### src/rtl/matrix_scanner.sv
// ============================================================================
// Module   : matrix_scanner
// Brief    : Column-scanned driver for a 5x7 LED matrix, mirroring three
//            half-image column words onto five columns with per-slot blanking.
// Revision : 1.0
// ============================================================================
`default_nettype none

module matrix_scanner #(
    parameter int TICKS_PER_COLUMN = 1000,
    parameter int BLANK_TICKS      = 50
) (
    input  logic       clock,
    input  logic       reset_n,
    input  logic       enable,
    input  logic [6:0] col_2,
    input  logic [6:0] col_1,
    input  logic [6:0] col_0,
    output logic [4:0] columns,
    output logic [6:0] rows,
    output logic       frame_start
);

    localparam int            PW      = (TICKS_PER_COLUMN > 1) ? $clog2(TICKS_PER_COLUMN) : 1;
    localparam logic [PW-1:0] P_LAST  = PW'(TICKS_PER_COLUMN - 1);
    localparam logic [PW:0]   BLANK_W = (PW + 1)'(BLANK_TICKS);

    typedef enum logic {
        IDLE = 1'b0,
        SCAN = 1'b1
    } state_t;

    state_t        state_q, state_d;
    logic [PW-1:0] p_q, p_d;
    logic [2:0]    idx_q, idx_d;
    logic [6:0]    s2_q, s2_d, s1_q, s1_d, s0_q, s0_d;
    logic [4:0]    columns_q, columns_d;
    logic [6:0]    rows_q, rows_d;
    logic          frame_start_q, frame_start_d;
    logic          load;
    logic          lit;

    always_ff @(posedge clock) begin
        if (!reset_n) begin
            state_q       <= IDLE;
            p_q           <= '0;
            idx_q         <= 3'd0;
            s2_q          <= 7'd0;
            s1_q          <= 7'd0;
            s0_q          <= 7'd0;
            columns_q     <= 5'b11111;
            rows_q        <= 7'd0;
            frame_start_q <= 1'b0;
        end else begin
            state_q       <= state_d;
            p_q           <= p_d;
            idx_q         <= idx_d;
            s2_q          <= s2_d;
            s1_q          <= s1_d;
            s0_q          <= s0_d;
            columns_q     <= columns_d;
            rows_q        <= rows_d;
            frame_start_q <= frame_start_d;
        end
    end

    always_comb begin
        state_d       = state_q;
        p_d           = p_q;
        idx_d         = idx_q;
        s2_d          = s2_q;
        s1_d          = s1_q;
        s0_d          = s0_q;
        frame_start_d = 1'b0;
        load          = 1'b0;
        columns_d     = 5'b11111;
        rows_d        = 7'd0;

        case (state_q)
            IDLE: begin
                if (enable) begin
                    state_d = SCAN;
                    p_d     = '0;
                    idx_d   = 3'd0;
                    load    = 1'b1;
                end
            end
            SCAN: begin
                if (!enable) begin
                    state_d = IDLE;
                    p_d     = '0;
                    idx_d   = 3'd0;
                end else begin
                    if (p_q != P_LAST) begin
                        p_d = p_q + 1'b1;
                    end else begin
                        p_d   = '0;
                        idx_d = (idx_q == 3'd4) ? 3'd0 : idx_q + 3'd1;
                    end
                    load = (p_d == '0) && (idx_d == 3'd0);
                end
            end
            default: state_d = IDLE;
        endcase

        // Shadows only move at frame boundaries so a frame is never torn.
        if (load) begin
            s2_d          = col_2;
            s1_d          = col_1;
            s0_d          = col_0;
            frame_start_d = 1'b1;
        end

        // Drive from post-edge state so the registered outputs match it.
        lit = (state_d == SCAN) && !({1'b0, p_d} < BLANK_W);
        if (lit) begin
            case (idx_d)
                3'd0:    begin columns_d = 5'b11110; rows_d = s2_d; end
                3'd1:    begin columns_d = 5'b11101; rows_d = s1_d; end
                3'd2:    begin columns_d = 5'b11011; rows_d = s0_d; end
                3'd3:    begin columns_d = 5'b10111; rows_d = s1_d; end
                3'd4:    begin columns_d = 5'b01111; rows_d = s2_d; end
                default: begin columns_d = 5'b11111; rows_d = 7'd0; end
            endcase
        end
    end

    assign columns     = columns_q;
    assign rows        = rows_q;
    assign frame_start = frame_start_q;

endmodule

`default_nettype wire

### config.mk
export PLATFORM = sky130hd
export DESIGN_NAME = matrix_scanner
export DESIGN_NICKNAME = d
export VERILOG_FILES = /design/src/rtl/matrix_scanner.sv
export SDC_FILE = /design/constraint.sdc
export NUM_CORES = 1
export LEC_CHECK = 0
export CAP_MARGIN = 20
export CORE_UTILIZATION = 53
export DETAILED_ROUTE_END_ITERATION = 8
export PLACE_DENSITY = 0.86
export SLEW_MARGIN = 20
export SYNTH_ARGS = -nofsm -noshare
export SYNTH_HDL_FRONTEND = slang
export SYNTH_SLANG_ARGS = --single-unit
### constraint.sdc
create_clock -name clock -period 3.5 [get_ports clock]
set_input_delay 0.35 -clock clock [delete_from_list [all_inputs] [get_ports clock]]
set_output_delay 0.35 -clock clock [all_outputs]
set_load 0.005 [all_outputs]
==> results of run 1 <==
## state kept, by name (all words and copies together), names as in the netlist
signal       count
s1_q             7
s2_q             7
idx_q            3
s0_q             7
frame_start      1
p_q             10
state_q          1
rows             7
columns          5
## synth_stat cells (all sizes together), types with 3 or more instances
| cell type | instances |
|---|---|
| dfxtp | 48 |
| nor2 | 30 |
| nand2 | 20 |
| mux2i | 18 |
| a21oi | 14 |
| nand3 | 14 |
| inv | 11 |
| o21ai | 11 |
| buf | 10 |
| clkbuf | 9 |
| and2 | 7 |
| a31oi | 6 |
| a211oi | 4 |
| nor3 | 4 |
| or3 | 4 |
| a221oi | 3 |
| a222oi | 3 |
| ha | 3 |
| nor4b | 3 |
| o21a | 3 |
| or2 | 3 |
## report_power, final
part / internal [W] / switching [W] / total [W]
logic: 0.0000554 / 0.0000515 / 0.000107
clock network: 0.000135 / 0.000185 / 0.000320
registers: 0.000563 / 0.0000103 / 0.000574
total: 0.000754 / 0.000246 / 0.00100
## per-layer routing
layer  vias up  part of all wire  wire length [µm]  GRT usage
met5         -                 0                 0          0
met4         0             0.019               110     0.0844
met3        11             0.059               342     0.0436
met2        70              0.48              2800      0.416
met1      1015              0.44              2550      0.316
li1       1043                 -                 -          -
## critical path, stage by stage (launching register included)
cell and delay, ns:
dfxtp_1 0.41, ha_1 0.31, nand3_2 0.16, or3_1 0.42, or3_4 0.38, a2111oi_4 0.43
a41oi_4 0.44, buf_4 0.36, mux2i_1 0.18, nor2_1 0.05
## area by class of cell
class | count | area (µm²)
clock buffers | 5 | 68.8
clock inverters | 2 | 12.5
fillers | 361 | 1500
inverters | 11 | 41.3
multi-input cells | 190 | 1310
flip-flops and latches | 48 | 961
well taps | 52 | 65.1
repair buffers | 46 | 435
## per-stage QoR
step	util	cell area (µm²)	power, W
floorplan	-	2430	0.000652
global placement	0.640	2810	0.000689
detailed placement	0.640	2810	0.000692
CTS	0.659	2890	0.00100
global route	0.659	2890	0.00104
finish	0.659	2890	0.00100
## path summary, 6_finish.rpt
check	start	to	slack, ns
max	p_q[0]$_SDFFE_PN0P_	s0_q[0]$_SDFF_PN0_	0.23
min	s2_q[6]$_SDFF_PN0_	s2_q[6]$_SDFF_PN0_	0.47
max reg2reg	p_q[0]$_SDFFE_PN0P_	s0_q[0]$_SDFF_PN0_	0.23
min reg2reg	s2_q[6]$_SDFF_PN0_	s2_q[6]$_SDFF_PN0_	0.47
## cell families (layout without fill, tap and decap cells)
logic type               Yosys count  in the layout  share of synthesized area
flip-flops                        48             48                      0.396
AND/OR/NAND/NOR                   96             96                      0.206
XOR/XNOR                           4              4                     0.0144
adder cells (fa/ha/maj)            3              3                     0.0155
multiplexers                      19             19                     0.0789
AO/OA/AOI/OAI                     68             68                      0.223
buffers and inverters             30             64                     0.0665
==> flow_summary.toml, run 1 <==
[outcome]
result_of_the_run = "complete, no violations"

[sta]
fin_skew_ns = 0.00679
hold_viol = 0
final.period_utilization = 0.936
finalHoldWorstSlack_ns = 0.466
setup-violations-final = 0
tightestPinTransition_ns = 0.989
max_slew_margin = 0.340
grt_setup_unrepaired = "no"
final.setup.tns_ns = 0
fin_ws_ns = 0.225
report.final.slew_viol_count = 0
final.min_clock_period_ns = 3.27
highest_achievable_clock_rate_ghz = 0.305

[route]
drcViolationCount = 0
dr.first_iter.drc_count = 237
routed_wire_length_per_instance_um = 16.4
vias_per_cell = 6.04
routed_wire_length_um = 5810
num_vias = 2139
dr.pass1.iters = 5
ant_nets = 0

[final_layout]
antenna_cells = 0
layout_commonest_cell = "dfxtp_1"
final_net_count = 329
layout-drive-gt1-share = 0.106
most-common-layout-cells = "dfxtp_1, clkdlybuf4s50_1, nor2_1"
layoutNonFillerInstCount = 354
area_growth_pct = 19.0

[synthesis]
syn-instance-count = 268
syn_nets = 295
seq_area_frac_synth = 0.396
synth.ff_latch_count = 48
post_synth.cell_area_avg_um2 = 9.06
mappedNetlistArea_um2 = 2430
ys_dominant_reg_cell = "dfxtp_1"
synth_edf_count = 0
netlist.top_cell.by_area = "dfxtp_1"
post_synth_num_cell_types = 57
async_flop_share = 0
yosysWarnings = 0
synth.top_cells.by_area = "dfxtp_1, mux2i_1, nor2_1"
netlist.area_leader.share = 0.396

[clock_tree]
sinks_on_clock_net = 48
ctsRootBufferMaster = "clkbuf_8"
postCtsSetupBuffers = 0
post_cts_hold_buffer_count = 0
total_clock_buffers_created_by_cts = 5
cts.clk_slew.worst_paths_ns = 0.09
post_cts.resized_instances = 0
ctsLongestPathBuffers = 2
worstSkewPairLatency_ns = 0.31
htree_num_levels = 2
cts_tree = "built"

[setup_path]
reg2reg_depth = 9
startpoint_type = "flop"
worstPathMaxFanout = 21
path_class = "flop to flop"
crit_arrival_ns = 3.44
required_time_of_the_worst_setup_path_ns = 3.67
end_kind = "flop"

[placement]
io_buffer_count = 36
detailedPlacementHpwl_um = 4140
preCtsSetupSlack_ns = 0.264
place.detailed.instances = 347
placer_congestion_estimate = 0.908

[floorplanning]
rows = 24
core-area_um2 = 4380
floorplan.die.height_um = 69.7
design.portCount = 37
initial_standard_cell_utilization_of_the_core = 0.554
die_w_um = 69.7
die_outline_area_um2 = 4850

[min_path]
min_path_type = "flop to flop"
hold_path_depth = 2

[grt]
grt_remaining_overflow = 0
grt_pass1_wl_um = 9420
antenna_violations_before_repair = 0
grt_pass1_vias = 2015
grt_max_degree = 30
grt_util_all_layers = 0.246

[job]
timing.max_cap.violations = 0

[power_and_ir_drop]
max-vdd-ir-drop_uv = 263
power-per-cell-area_nw_per_um2 = 346
p_leak_nw = 1.09
Power figures use the tool's default switching activity.
==> run 2, diff against run 1 <==
--- a/config.mk
+++ b/config.mk
@@ -5,10 +5,11 @@
 export SDC_FILE = /design/constraint.sdc
 export NUM_CORES = 1
 export LEC_CHECK = 0
+export ABC_AREA = 0
 export CAP_MARGIN = 20
 export CORE_UTILIZATION = 53
 export DETAILED_ROUTE_END_ITERATION = 8
-export PLACE_DENSITY = 0.86
+export PLACE_DENSITY = 0.79
 export SLEW_MARGIN = 20
 export SYNTH_ARGS = -nofsm -noshare
 export SYNTH_HDL_FRONTEND = slang
==> run 2 against run 1 <==
Utilization is 0.63 points higher. Non-clock buffer count shrank 1. Critical path type unchanged. Sequential share of layout area shrank 0.31 points. Fmax up 5.6%. Critical endpoint is now s2_q[2]$_SDFF_PN0_.
==> flow_summary.toml, run 2 (synthesized netlist as in run 1, its figures left out) <==
[outcome]
result_of_the_run = "complete, no violations"

[sta]
final.min_clock_period_ns = 3.10
final.setup.tns_ns = 0
hold_viol = 0
report.final.slew_viol_count = 0
final.period_utilization = 0.886
tightestPinTransition_ns = 0.985
fin_skew_ns = 0.00567
grt_setup_unrepaired = "no"
max_slew_margin = 0.343
setup-violations-final = 0
highest_achievable_clock_rate_ghz = 0.322

[floorplanning]
floorplan.die.height_um = 69.7
rows = 24
initial_standard_cell_utilization_of_the_core = 0.554
die_outline_area_um2 = 4850
design.portCount = 37
core-area_um2 = 4380
die_w_um = 69.7

[final_layout]
layout_commonest_cell = "dfxtp_1"
final.fill_count = 352
final_net_count = 328
most-common-layout-cells = "dfxtp_1, clkdlybuf4s50_1, nor2_1"
layoutNonFillerInstCount = 354
area_growth_pct = 20.2
largest-register = "p_q"
antenna_cells = 0
layout-drive-gt1-share = 0.106
max_reg_flops = 10

[setup_path]
ff2ff_setup_slack_ns = 0.40
worstPathMaxFanout = 13
reg2reg_to = "s2_q[2]$_SDFF_PN0_"
reg2reg_depth = 9
path_class = "flop to flop"
critical_path.reg2reg.startpoint = "p_q[0]$_SDFFE_PN0P_"
worst_path_max_delay_cell = "a2111oi_4"
crit_arrival_ns = 3.26
end_of_the_critical_path = "s2_q[2]$_SDFF_PN0_"
required_time_of_the_worst_setup_path_ns = 3.66
worst_path_largest_cell_delay_ns = 0.43
critical_path_depth = 9
critical_path.cell_chain = "ha_1 > nand3_2 > or3_1 > or3_4 > a2111oi_4 > a41oi_4 > buf_4 > a221oi_2 > a211oi_2"
startpoint_type = "flop"
timing.critical_path.from = "p_q[0]$_SDFFE_PN0P_"
path_delay_family = "compound AO/OA/AOI/OAI gates"
timing.critical_path.buf_inv = 1
end_kind = "flop"

[grt]
grt_pass1_vias = 1822
antenna_violations_before_repair = 0
grt_max_degree = 30
grt_util_all_layers = 0.226
grt_pass1_wl_um = 8630
grt_remaining_overflow = 0

[power_and_ir_drop]
sw_frac_of_total = 0.234
p_leak_nw = 1.10
p_clk_frac = 0.376
max-vdd-ir-drop_uv = 258
internal-power_w = 0.000835
power-per-cell-area_nw_per_um2 = 374
share_of_total_power_in_sequential_cells = 0.526
power_frac_comb = 0.098
switchingPower_w = 0.000255

[clock_tree]
total_clock_buffers_created_by_cts = 5
htree_num_levels = 2
post_cts_hold_buffer_count = 0
cts.clk_slew.worst_paths_ns = 0.09
post_cts.resized_instances = 0
sinks_on_clock_net = 48
ctsLongestPathBuffers = 2
ctsRootBufferMaster = "clkbuf_8"
worstSkewPairLatency_ns = 0.30
postCtsSetupBuffers = 0
cts_tree = "built"

[route]
vias_per_cell = 5.87
dr.pass1.iters = 4
maxUsedRoutingLayer = "met4"
routed_wire_length_um = 5300
ant_nets = 0
drcViolationCount = 0
routed_wire_length_per_instance_um = 15.0
m1WireLength_um = 2470
num_vias = 2077
met2WireLength_um = 2390
met3_wirelength_um = 370
dr.first_iter.drc_count = 243

[job]
timing.max_cap.violations = 0

[placement]
place.detailed.instances = 346
detailedPlacementHpwl_um = 3790
placer_congestion_estimate = 0.949
io_buffer_count = 36

[min_path]
min_path_type = "flop to flop"
==> run 2: cell count changes in the layout (fill, tap and decap cells not counted), sizes merged <==
cell / previous run / this run
clkinv: 1 / 2
bufinv: 0 / 1
clkinvlp: 1 / 0
buf: 10 / 9
==> run 2: cell type report <==
| cell class | instances | area (µm²) | share of cell area |
|---|---|---|---|
| Clock buffer | 5 | 68.8 | 0.0236 |
| Timing Repair Buffer | 45 | 428 | 0.147 |
| Tap cell | 52 | 65.1 | 0.0223 |
| Sequential cell | 48 | 961 | 0.329 |
| Multi-Input combinational cell | 190 | 1310 | 0.447 |
| Inverter | 11 | 41.3 | 0.0142 |
| Clock inverter | 3 | 47.5 | 0.0163 |
==> run 2: worst min path at each step <==
stage	from	endpoint	depth (start not counted)
4_1_cts	s2_q[1]$_SDFF_PN0_	s2_q[1]$_SDFF_PN0_	2
5_1_grt	s2_q[0]$_SDFF_PN0_	s2_q[0]$_SDFF_PN0_	2
3_5_place_dp	s2_q[0]$_SDFF_PN0_	s2_q[0]$_SDFF_PN0_	2
3_3_place_gp	s2_q[1]$_SDFF_PN0_	s2_q[1]$_SDFF_PN0_	2
6_report	s2_q[1]$_SDFF_PN0_	s2_q[1]$_SDFF_PN0_	2
2_1_floorplan	s2_q[0]$_SDFF_PN0_	s2_q[0]$_SDFF_PN0_	2
==> run 2: stage by stage <==
| step | setup WS (ns) | hold WS (ns) | area, µm² | utilization | total power [W] |
|---|---|---|---|---|---|
| final | 0.398 | 0.467 | 2920 | 0.665 | 0.00109 |
| after detailed placement | 0.432 | 0.452 | 2800 | 0.639 | 0.000692 |
| after global placement | 0.498 | 0.444 | 2800 | 0.639 | 0.000690 |
| after CTS | 0.410 | 0.469 | 2920 | 0.665 | 0.00110 |
| after floorplan | 0.714 | 0.433 | 2430 | - | 0.000652 |
| after global routing | 0.218 | 0.503 | 2920 | 0.665 | 0.00113 |
==> run 2: per-layer routing <==
metal / vias to the layer above / global-route usage
met2: 75 / 0.341
met4: 0 / 0.0733
met3: 13 / 0.0538
met1: 947 / 0.317
met5: - / 0
li1: 1042 / -
==> run 2: power groups by stage <==
stage	Sequential (W)	Combinational, W	Clock, W
after floorplan	0.000583	0.0000688	0
after global placement	0.000585	0.000104	0
after detailed placement	0.000586	0.000106	0
after CTS	0.000573	0.000107	0.000419
after global routing	0.000576	0.000116	0.000441
final	0.000573	0.000107	0.000410
==> run 2: worst register-to-register path, stage by stage, from the launching register on <==
cell,delay (ns)
dfxtp_1,0.41
ha_1,0.29
nand3_2,0.15
or3_1,0.42
or3_4,0.39
a2111oi_4,0.43
a41oi_4,0.32
buf_4,0.29
a221oi_2,0.20
a211oi_2,0.07
==> run 3, diff against run 2 <==
--- a/config.mk
+++ b/config.mk
@@ -9,6 +9,7 @@
 export CAP_MARGIN = 20
 export CORE_UTILIZATION = 53
 export DETAILED_ROUTE_END_ITERATION = 8
+export GPL_ROUTABILITY_DRIVEN = 0
 export PLACE_DENSITY = 0.79
 export SLEW_MARGIN = 20
 export SYNTH_ARGS = -nofsm -noshare
==> run 3 against run 2 <==
Sequential power is essentially flat. Clock skew shrank 0.0023 ns. Cell count shrank 0.28%. Hold slack lost 0.0012 ns. Critical path depth is the same. Largest power group unchanged. Highest routed layer unchanged.
==> flow_summary.toml, run 3 (synthesized netlist as in run 1, its figures left out) <==
[outcome]
result_of_the_run = "complete, no violations"

[clock_tree]
total_clock_buffers_created_by_cts = 5
postCtsSetupBuffers = 0
cts.clk_slew.worst_paths_ns = 0.08
ctsLongestPathBuffers = 2
worstSkewPairLatency_ns = 0.29
post_cts.resized_instances = 0
cts_tree = "built"
ctsRootBufferMaster = "clkbuf_8"
htree_num_levels = 2
post_cts_hold_buffer_count = 0
sinks_on_clock_net = 48

[placement]
io_buffer_count = 36
preCtsSetupSlack_ns = 0.343
detailedPlacementHpwl_um = 3870
place.detailed.instances = 345

[sta]
report.final.slew_viol_count = 0
final.setup.tns_ns = 0
grt_setup_unrepaired = "no"
setup-violations-final = 0
final.period_utilization = 0.905
final.min_clock_period_ns = 3.17
fin_skew_ns = 0.00334
max_slew_margin = 0.322
fin_ws_ns = 0.333
hold_viol = 0
tightestPinTransition_ns = 1.02
highest_achievable_clock_rate_ghz = 0.316

[power_and_ir_drop]
power-per-cell-area_nw_per_um2 = 367
max-vdd-ir-drop_uv = 261
p_leak_nw = 1.10

[floorplanning]
initial_standard_cell_utilization_of_the_core = 0.554
floorplan.die.height_um = 69.7
design.portCount = 37
rows = 24
die_outline_area_um2 = 4850
die_w_um = 69.7
core-area_um2 = 4380

[route]
ant_nets = 0
vias_per_cell = 6.04
routed_wire_length_per_instance_um = 15.2
drcViolationCount = 0
num_vias = 2132
routed_wire_length_um = 5380
dr.first_iter.drc_count = 206
dr.pass1.iters = 4

[job]
timing.max_cap.violations = 0

[final_layout]
area_growth_pct = 20.0
postLayoutCoreUtil = 0.664
largest-register = "p_q"
antenna_cells = 0
max_reg_flops = 10
final_net_count = 327
most-common-layout-cells = "dfxtp_1, clkdlybuf4s50_1, nor2_1"
final.fill_count = 367
layoutNonFillerInstCount = 353
layout_commonest_cell = "dfxtp_1"
layout-drive-gt1-share = 0.0997

[grt]
grt_pass1_vias = 1957
use_met1 = 0.308
grt_remaining_overflow = 0
met3_usage = 0.0422
most_heavily_used_metal_layer_in_global_routing = "met2"
antenna_violations_before_repair = 0
grt_util_all_layers = 0.227
grt_max_degree = 30
grt_pass1_wl_um = 8830
groute.layer.met2.usage = 0.354

[setup_path]
startpoint_type = "flop"
worstPathMaxFanout = 17
worst_path_max_delay_cell = "a2111oi_4"
crit_arrival_ns = 3.32
critical_path.cell_chain = "ha_1 > nand3_2 > or3_1 > or3_4 > a2111oi_4 > a41oi_4 > buf_12 > mux2i_1 > nor2_1"
worst_path_largest_cell_delay_ns = 0.43
required_time_of_the_worst_setup_path_ns = 3.65
path_class = "flop to flop"
end_kind = "flop"

[min_path]
min_path_type = "flop to flop"
==> run 3: path summary, 6_finish.rpt <==
kind | startpoint | cells after the start | endpoint | slack [ns]
worst max-delay path | p_q[0]$_SDFFE_PN0P_ | 9 | s0_q[1]$_SDFF_PN0_ | 0.33
worst min-delay path | s2_q[1]$_SDFF_PN0_ | 2 | s2_q[1]$_SDFF_PN0_ | 0.47
worst max register to register | p_q[0]$_SDFFE_PN0P_ | 9 | s0_q[1]$_SDFF_PN0_ | 0.33
worst min register to register | s2_q[1]$_SDFF_PN0_ | 2 | s2_q[1]$_SDFF_PN0_ | 0.47
==> run 3: critical path, delay by kind of cell (launching register included) <==
kind | cells | cell delay [ns]
compound gates | 2 | 0.84
flops | 1 | 0.40
mux | 1 | 0.16
fa+ha+maj | 1 | 0.29
simple gates | 4 | 1.03
buf+inv | 1 | 0.30
==> run 3: cell type report <==
type | instances | area [µm²] | area share
multi-input cells | 190 | 1310 | 0.448
clock inverters | 2 | 35.0 | 0.0120
flip-flops and latches | 48 | 961 | 0.330
clock buffers | 6 | 72.6 | 0.0249
well taps | 52 | 65.1 | 0.0223
repair buffers | 44 | 433 | 0.149
inverters | 11 | 41.3 | 0.0142
==> run 3: through the flow <==
step | total power [W] | hold slack (ns) | area, µm²
finish | 0.00107 | 0.466 | 2910
global route | 0.00111 | 0.495 | 2910
CTS | 0.00108 | 0.464 | 2910
detailed placement | 0.000694 | 0.451 | 2810
global placement | 0.000691 | 0.445 | 2810
floorplan | 0.000652 | 0.433 | 2430
==> run 3: metal layers <==
| metal | part of all wire | wire length [µm] | vias to the layer above |
|---|---|---|---|
| met1 | 0.47 | 2500 | 993 |
| met5 | 0 | 0 | - |
| met4 | 0.016 | 85 | 0 |
| met3 | 0.062 | 335 | 13 |
| met2 | 0.46 | 2450 | 81 |
| li1 | - | - | 1045 |
==> run 3: report_power, final <==
part | total (W) | internal (W) | switching [W]
clock | 0.000389 | 0.000212 | 0.000176
combinational | 0.000108 | 0.0000575 | 0.0000508
sequential | 0.000573 | 0.000563 | 0.00000963
